<file path="config.mk">
export PLATFORM = sky130hd
export DESIGN_NAME = lsu_mem_master_flat
export DESIGN_NICKNAME = d
export VERILOG_FILES = /design/src/rtl/lsu_mem_master_if.sv /design/src/rtl/lsu_mem_master.sv /design/src/flat_wrapper.sv
export SDC_FILE = /design/constraint.sdc
export NUM_CORES = 1
export LEC_CHECK = 0
export CORE_AREA = 2 2 141 171
export CTS_CLUSTER_DIAMETER = 50
export DETAILED_ROUTE_END_ITERATION = 16
export DIE_AREA = 0 0 143 173
export PLACE_DENSITY_LB_ADDON = 0.05
export SLEW_MARGIN = 30
export SYNTH_ARGS = -nofsm -noshare
export SYNTH_HDL_FRONTEND = slang
export SYNTH_SLANG_ARGS = --single-unit
</file>
<file path="constraint.sdc">
create_clock -name clk -period 3.6 [get_ports clk]
set_input_delay 0.54 -clock clk [delete_from_list [all_inputs] [get_ports clk]]
set_output_delay 0.54 -clock clk [all_outputs]
set_load 0.05 [all_outputs]
</file>
<file path="src/rtl/lsu_mem_master_if.sv">
// Request/response and data-memory signal bundle for the load/store initiator.
// The master modport is the initiator's view; the slave modport is pipeline plus memory.
interface lsu_mem_master_if;
    logic        req_valid;
    logic        req_ready;
    logic        req_we;
    logic [1:0]  req_size;
    logic        req_unsigned;
    logic [31:0] req_addr;
    logic [31:0] req_wdata;
    logic        resp_valid;
    logic [31:0] resp_rdata;
    logic        resp_err;
    logic [31:0] mem_ad;
    logic [31:0] wrtDat;
    logic        memWrt;
    logic [31:0] redDat;

    modport master (
        input  req_valid, req_we, req_size, req_unsigned, req_addr, req_wdata, redDat,
        output req_ready, resp_valid, resp_rdata, resp_err, mem_ad, wrtDat, memWrt
    );

    modport slave (
        output req_valid, req_we, req_size, req_unsigned, req_addr, req_wdata, redDat,
        input  req_ready, resp_valid, resp_rdata, resp_err, mem_ad, wrtDat, memWrt
    );
endinterface

</file>
<file path="src/rtl/lsu_mem_master.sv">
// Load/store initiator: byte/half/word requests to word memory with RMW, word splitting and extension.
// Define MISALIGN_TRAP_EN to fault any misaligned access instead of splitting it.
module lsu_mem_master #(
    parameter int WORDS = 256
) (
    input  logic                  clk,
    input  logic                  rst,
    lsu_mem_master_if.master      bus
);
    typedef enum logic [2:0] {
        IDLE = 3'd0, RD0 = 3'd1, WR0 = 3'd2, RD1 = 3'd3, WR1 = 3'd4, RESP = 3'd5
    } state_t;

    localparam logic [31:0] WORDS_U = 32'(WORDS);

    function automatic logic [2:0] size_bytes(input logic [1:0] sz);
        case (sz)
            2'd0:    size_bytes = 3'd1;
            2'd1:    size_bytes = 3'd2;
            default: size_bytes = 3'd4;
        endcase
    endfunction

    function automatic logic crosses(input logic [1:0] off, input logic [1:0] sz);
`ifdef MISALIGN_TRAP_EN
        crosses = 1'b0 & off[0] & sz[0];
`else
        crosses = (3'({1'b0, off}) + size_bytes(sz)) > 3'd4;
`endif
    endfunction

    function automatic logic [31:0] merge_word(input logic [31:0] old_w, input logic [31:0] new_w,
                                               input logic [3:0] be);
        logic [31:0] m;
        for (int i = 0; i < 4; i++) m[8*i +: 8] = {8{be[i]}};
        merge_word = (old_w & ~m) | (new_w & m);
    endfunction

    state_t      state_r, state_nx_s;
    logic [31:0] addr_r, wdata_r, word0_r, word1_r;
    logic [1:0]  size_r;
    logic        we_r, uns_r, cross_r;
    logic        resp_valid_r, resp_err_r;
    logic [31:0] resp_rdata_r;

    logic [29:0] in_w0_s, in_w1_s, w0_s, w1_s;
    logic        in_cross_s, in_err_s, accept_s, wr_s;
    logic [3:0]  be4_s;
    logic [7:0]  be8_s;
    logic [63:0] data64_s;
    logic [31:0] lo_s, hi_s, ld_sh_s, ld_ext_s, mem_ad_s, wrt_s;

    // Classification of the incoming request, evaluated while IDLE.
    assign in_w0_s    = bus.req_addr[31:2];
    assign in_w1_s    = in_w0_s + 30'd1;
    assign in_cross_s = crosses(bus.req_addr[1:0], bus.req_size);
`ifdef MISALIGN_TRAP_EN
    assign in_err_s = ({2'b00, in_w0_s} >= WORDS_U) ||
                      ((bus.req_size == 2'd1) && bus.req_addr[0]) ||
                      (bus.req_size[1] && (bus.req_addr[1:0] != 2'b00));
`else
    assign in_err_s = ({2'b00, in_w0_s} >= WORDS_U) ||
                      (in_cross_s && ({2'b00, in_w1_s} >= WORDS_U));
`endif
    assign accept_s = (state_r == IDLE) && bus.req_valid;

    assign w0_s     = addr_r[31:2];
    assign w1_s     = w0_s + 30'd1;
    assign be4_s    = (size_r == 2'd0) ? 4'b0001 : ((size_r == 2'd1) ? 4'b0011 : 4'b1111);
    assign be8_s    = {4'b0000, be4_s} << addr_r[1:0];
    assign data64_s = {32'd0, wdata_r} << {addr_r[1:0], 3'b000};

    // Load data straight from the memory port in the cycle that completes the read.
    assign lo_s    = (state_r == RD0) ? bus.redDat : word0_r;
    assign hi_s    = (state_r == RD1) ? bus.redDat : word1_r;
    assign ld_sh_s = 32'({hi_s, lo_s} >> {addr_r[1:0], 3'b000});

    // Truncate the shifted load to its size and extend.
    always_comb begin
        ld_ext_s = ld_sh_s;
        case (size_r)
            2'd0:    ld_ext_s = uns_r ? {24'd0, ld_sh_s[7:0]}  : {{24{ld_sh_s[7]}}, ld_sh_s[7:0]};
            2'd1:    ld_ext_s = uns_r ? {16'd0, ld_sh_s[15:0]} : {{16{ld_sh_s[15]}}, ld_sh_s[15:0]};
            default: ld_ext_s = ld_sh_s;
        endcase
    end

    // State register.
    always_ff @(posedge clk) begin
        if (!rst) state_r <= IDLE;
        else      state_r <= state_nx_s;
    end

    // Next-state logic.
    always_comb begin
        state_nx_s = state_r;
        case (state_r)
            IDLE: begin
                if (!bus.req_valid)                                       state_nx_s = IDLE;
                else if (in_err_s)                                        state_nx_s = RESP;
                else if (bus.req_we && bus.req_size[1] && (bus.req_addr[1:0] == 2'b00))
                                                                          state_nx_s = WR0;
                else                                                      state_nx_s = RD0;
            end
            RD0:     state_nx_s = we_r ? WR0 : (cross_r ? RD1 : RESP);
            WR0:     state_nx_s = cross_r ? RD1 : RESP;
            RD1:     state_nx_s = we_r ? WR1 : RESP;
            WR1:     state_nx_s = RESP;
            RESP:    state_nx_s = IDLE;
            default: state_nx_s = IDLE;
        endcase
    end

    // Memory-port outputs per state; word writes are byte-merged with the latched read.
    always_comb begin
        mem_ad_s = 32'd0;
        wrt_s    = 32'd0;
        wr_s     = 1'b0;
        case (state_r)
            RD0: mem_ad_s = {w0_s, 2'b00};
            WR0: begin
                mem_ad_s = {w0_s, 2'b00};
                wrt_s    = merge_word(word0_r, data64_s[31:0], be8_s[3:0]);
                wr_s     = 1'b1;
            end
            RD1: mem_ad_s = {w1_s, 2'b00};
            WR1: begin
                mem_ad_s = {w1_s, 2'b00};
                wrt_s    = merge_word(word1_r, data64_s[63:32], be8_s[7:4]);
                wr_s     = 1'b1;
            end
            default: begin
                mem_ad_s = 32'd0;
                wrt_s    = 32'd0;
                wr_s     = 1'b0;
            end
        endcase
    end

    // Request capture and memory read latches.
    always_ff @(posedge clk) begin
        if (!rst) begin
            addr_r  <= 32'd0;
            wdata_r <= 32'd0;
            size_r  <= 2'd0;
            we_r    <= 1'b0;
            uns_r   <= 1'b0;
            cross_r <= 1'b0;
            word0_r <= 32'd0;
            word1_r <= 32'd0;
        end else begin
            if (accept_s) begin
                addr_r  <= bus.req_addr;
                wdata_r <= bus.req_wdata;
                size_r  <= bus.req_size;
                we_r    <= bus.req_we;
                uns_r   <= bus.req_unsigned;
                cross_r <= in_cross_s;
            end
            if (state_r == RD0) word0_r <= bus.redDat;
            if (state_r == RD1) word1_r <= bus.redDat;
        end
    end

    // Registered response, loaded on the edge that enters RESP.
    always_ff @(posedge clk) begin
        if (!rst) begin
            resp_valid_r <= 1'b0;
            resp_err_r   <= 1'b0;
            resp_rdata_r <= 32'd0;
        end else begin
            resp_valid_r <= (state_nx_s == RESP);
            resp_err_r   <= (state_r == IDLE) && (state_nx_s == RESP);
            resp_rdata_r <= ((state_nx_s == RESP) && ((state_r == RD0) || (state_r == RD1)))
                            ? ld_ext_s : 32'd0;
        end
    end

    // Write strobe and ready are gated so nothing happens while reset is held.
    assign bus.memWrt     = wr_s & rst;
    assign bus.req_ready  = (state_r == IDLE) & rst;
    assign bus.mem_ad     = mem_ad_s;
    assign bus.wrtDat     = wrt_s;
    assign bus.resp_valid = resp_valid_r;
    assign bus.resp_err   = resp_err_r;
    assign bus.resp_rdata = resp_rdata_r;
endmodule

</file>
<file path="src/flat_wrapper.sv">
// flat-port wrapper written by rule: the top's interface ports become plain ports
module lsu_mem_master_flat 
#(
    parameter int WORDS = 256
)
  (clk, rst, bus_req_valid, bus_req_we, bus_req_size, bus_req_unsigned, bus_req_addr, bus_req_wdata, bus_redDat, bus_req_ready, bus_resp_valid, bus_resp_rdata, bus_resp_err, bus_mem_ad, bus_wrtDat, bus_memWrt);
  lsu_mem_master_if bus_i ();
  input  logic clk;
  input  logic rst;
  input wire logic [$bits(bus_i.req_valid)-1:0] bus_req_valid;
  input wire logic [$bits(bus_i.req_we)-1:0] bus_req_we;
  input wire logic [$bits(bus_i.req_size)-1:0] bus_req_size;
  input wire logic [$bits(bus_i.req_unsigned)-1:0] bus_req_unsigned;
  input wire logic [$bits(bus_i.req_addr)-1:0] bus_req_addr;
  input wire logic [$bits(bus_i.req_wdata)-1:0] bus_req_wdata;
  input wire logic [$bits(bus_i.redDat)-1:0] bus_redDat;
  output wire logic [$bits(bus_i.req_ready)-1:0] bus_req_ready;
  output wire logic [$bits(bus_i.resp_valid)-1:0] bus_resp_valid;
  output wire logic [$bits(bus_i.resp_rdata)-1:0] bus_resp_rdata;
  output wire logic [$bits(bus_i.resp_err)-1:0] bus_resp_err;
  output wire logic [$bits(bus_i.mem_ad)-1:0] bus_mem_ad;
  output wire logic [$bits(bus_i.wrtDat)-1:0] bus_wrtDat;
  output wire logic [$bits(bus_i.memWrt)-1:0] bus_memWrt;
  assign bus_i.req_valid = bus_req_valid;
  assign bus_i.req_we = bus_req_we;
  assign bus_i.req_size = bus_req_size;
  assign bus_i.req_unsigned = bus_req_unsigned;
  assign bus_i.req_addr = bus_req_addr;
  assign bus_i.req_wdata = bus_req_wdata;
  assign bus_i.redDat = bus_redDat;
  assign bus_req_ready = bus_i.req_ready;
  assign bus_resp_valid = bus_i.resp_valid;
  assign bus_resp_rdata = bus_i.resp_rdata;
  assign bus_resp_err = bus_i.resp_err;
  assign bus_mem_ad = bus_i.mem_ad;
  assign bus_wrtDat = bus_i.wrtDat;
  assign bus_memWrt = bus_i.memWrt;
  lsu_mem_master #(.WORDS(WORDS)) u_core (.clk(clk), .rst(rst), .bus(bus_i));
endmodule
</file>
==> results.cfg <==
[global_routing]
grt_overflow = 0
grt_pass1_vias = 8547
antenna_found_initial = 0
grt_pass1_wl_mm = 48.5
grt_start_max_net_pins = 71
grt_usage_pct = 25.6

[worst_setup_path]
rr_worst_depth = 5
worstPathMaxFanout = 17
setup.worst_path.start_class = register
slowest_delay_ns = 0.60
critPathKind = reg -> out
crit_arrival_ns = 2.85
cp_slowest_cell = dfxtp_1
rrSetupSlack_ns = 0.79
crit_family = simple AND/OR/NAND/NOR gates
crit_chain = or3b_1, nand2_1, nand3_1, or3_1, nand3_1, buf_12
r2r_start = u_core.state_r[0]
critPathRequiredTime_ns = 3.06
end_kind = primary output
path_common_cell = nand3_1
r2r-end = u_core.bus.resp_rdata[9]
critPathBufInv = 1

[power_and_ir_drop]
swShare_pct = 40.0
p_sw_mw = 2.94
peakVddDrop_uv = 391
pwr-share-comb_pct = 40.3
p_int_mw = 4.41
p_seq_share_pct = 33.8
p_per_area_nw_per_um2 = 569
p_leak_nw = 4.56
p_clk_share_pct = 25.9

[floorplan]
core_sq_um = 23000
io_pins = 203
start_util_pct = 41.6
rows = 61
dieHeight_um = 173
die_area_sq_um = 24700
fp.dieW_um = 143

[clocking]
cts_sinks = 170
cts_buffer_depth = 2
ctsHoldBuffers = 0
cts_resized = 0
htreeDepth = 4
cts_buffers = 17
clock-root-buffer = clkbuf_16
clk_latency_ns = 0.44
post-cts-setup-buffers = 0
clk_pin_slew_worst_paths_ns = 0.08
cts_tree = built

[outcome]
status = completed

[logic_synthesis]
synth_edf_count = 0
yosysUniqueCellTypes = 68
ys_seq_elements = 170
netlist_area_sq_um = 9560
syn_inst = 1115
ys_warn_count = 0
postSynthAreaPerCell_sq_um = 8.57
ys_seq_area_share_pct = 35.6
synth_flop_cell = dfxtp_1
synthArstFlopShare_pct = 0

[layout]
final_net_count = 1379
seqCellArea_sq_um = 3410
fillers = 2134
final_common_cell = nand2_1
layout_common_cells = 206 x nand2_1, 168 x dfxtp_1, 137 x clkdlybuf4s50_1
areaGrowthSynthToFinish_pct = 35.2
stdcell_count = 1601
drive_above_1_share_pct = 13.2
diodes = 0
multi_input_area_sq_um = 5680

[place]
place_hpwl_mm = 24.2
gp_congestion = 0.917
dp_cells = 1569
port_buffers = 200

[detailed_routing]
drt-total-wl_mm = 32.0
drt-wirelength-per-cell_um = 20.0
drtIter0Drc = 555
vias_per_cell = 5.55
firstDrtPassIters = 6
drc_errors = 0
vias = 8892
final_antenna_net_count = 0

[sta]
relSlewSlack_pct = 46.5
rsz0062_at_grt = false
setup_viol = 0
drv_slew = 0
tightest_slew_ns = 0.800
skew_ns = 0.0172
fmax_mhz = 295
min_period_ns = 3.39
finalHoldViolCount = 0
final.setup.tns_ns = 0
finalCritPeriodShare_pct = 94.2

[min_path]
hold-path-endpoint = u_core.word1_r[27]
hold_depth = 2
hold_class = reg -> reg
hold_start = u_core.word1_r[27]

[run]
cap_violations = 0
-- kinds of logic (layout without fill, tap and decap cells) --
group                    Yosys count  in the layout  share of synthesized area (%)
AND/OR/NAND/NOR                  400            400                           20.3
XOR/XNOR                           6              6                          0.550
multiplexers                     155            155                           18.6
buffers and inverters             99            269                           5.13
other                              1              2                         0.0392
flip-flops                       170            170                           35.6
AO/OA/AOI/OAI                    281            281                           19.3
adder cells (fa/ha/maj)            3              3                          0.471
-- cell usage after synthesis, types with 4 or more instances --
cell type,n,area [sq um]
xor2_1,4,35.0
buf_6,4,45.0
o31ai_1,4,30.0
and3_1,5,31.3
a21boi_0,77,578
inv_1,8,30.0
a21oi_1,35,175
o311ai_0,5,43.8
a22oi_1,9,67.6
nor3_1,10,50.1
nor4_1,6,37.5
nor2_1,42,158
dfxtp_1,170,3400
nand4_1,13,81.3
a221o_1,7,70.1
nand2b_1,4,25.0
mux2i_1,127,1270
nand2_1,207,777
a31oi_1,5,31.3
o21ai_1,13,65.1
clkbuf_1,42,158
nand3_1,19,95.1
o21ai_0,65,325
o22ai_1,25,156
a211oi_1,9,67.6
mux2_2,10,113
mux4_2,17,383
o211ai_1,10,75.1
nor2b_1,58,363
and2_1,15,93.8
buf_2,26,130
buf_4,15,113
-- registers in the layout, summed over array words and instances, names as in the netlist, 2 cells and up --
signal,count
u_core.addr_r,32
u_core.state_r,3
u_core.size_r,2
u_core.wdata_r,32
u_core.bus.resp_rdata,32
u_core.word1_r,32
u_core.word0_r,32
-- worst reg2reg max path: stages (launching register included) --
cell and delay, ns:
dfxtp_1 0.60, nor3b_4 0.57, buf_12 0.32, mux2i_1 0.66
mux2i_1 0.17, a221o_1 0.37
-- layout make-up --
| cell class | count | share of cell area, % |
|---|---|---|
| clock buffers | 19 | 3.51 |
| clock inverters | 13 | 1.23 |
| inverters | 9 | 0.261 |
| multi-input cells | 847 | 44.0 |
| flip-flops and latches | 170 | 26.4 |
| well taps | 315 | 3.05 |
| repair buffers | 228 | 21.6 |
-- per-layer routing --
metal / part of all wire (%) / vias up / global-route usage, %
met5: 0 / - / 0
met4: 5.5 / 0 / 14.0
met3: 6.1 / 88 / 4.57
met2: 48 / 333 / 42.8
met1: 40 / 4185 / 30.8
li1: - / 4286 / -
-- power by group through the flow --
stage | Sequential, mW | Combinational (mW) | Clock (mW)
after global routing | 2.52 | 3.18 | 2.02
final | 2.49 | 2.96 | 1.90
after CTS | 2.47 | 2.97 | 1.95
after floorplan | 2.45 | 1.98 | 0
after global placement | 2.51 | 2.94 | 0
after detailed placement | 2.52 | 2.96 | 0
-- stage by stage --
step | power (mW) | setup WS (ns) | area [sq um] | utilization, % | hold slack, ns
after floorplan | 4.43 | 0.236 | 9560 | - | 0.444
after global placement | 5.44 | 0.418 | 12300 | 53.6 | 0.452
after detailed placement | 5.47 | 0.670 | 12300 | 53.6 | 0.467
after CTS | 7.39 | 0.191 | 12900 | 56.2 | 0.478
after global routing | 7.72 | 0.0447 | 12900 | 56.2 | 0.499
final | 7.35 | 0.209 | 12900 | 56.2 | 0.471
-- how the worst max path moves through the flow --
stage / start / endpoint / slack, ns / cells after the start
final: u_core.state_r[2] / bus_mem_ad[27] / 0.21 / 6
after global routing: u_core.state_r[2] / bus_mem_ad[27] / 0.04 / 6
after CTS: u_core.state_r[2] / bus_mem_ad[27] / 0.19 / 6
after detailed placement: bus_req_size[1] / u_core.bus.resp_valid / 0.67 / 10
after global placement: u_core.state_r[2] / bus_mem_ad[28] / 0.42 / 6
after floorplan: u_core.state_r[2] / bus_mem_ad[26] / 0.24 / 5
Power figures use the tool's default switching activity.
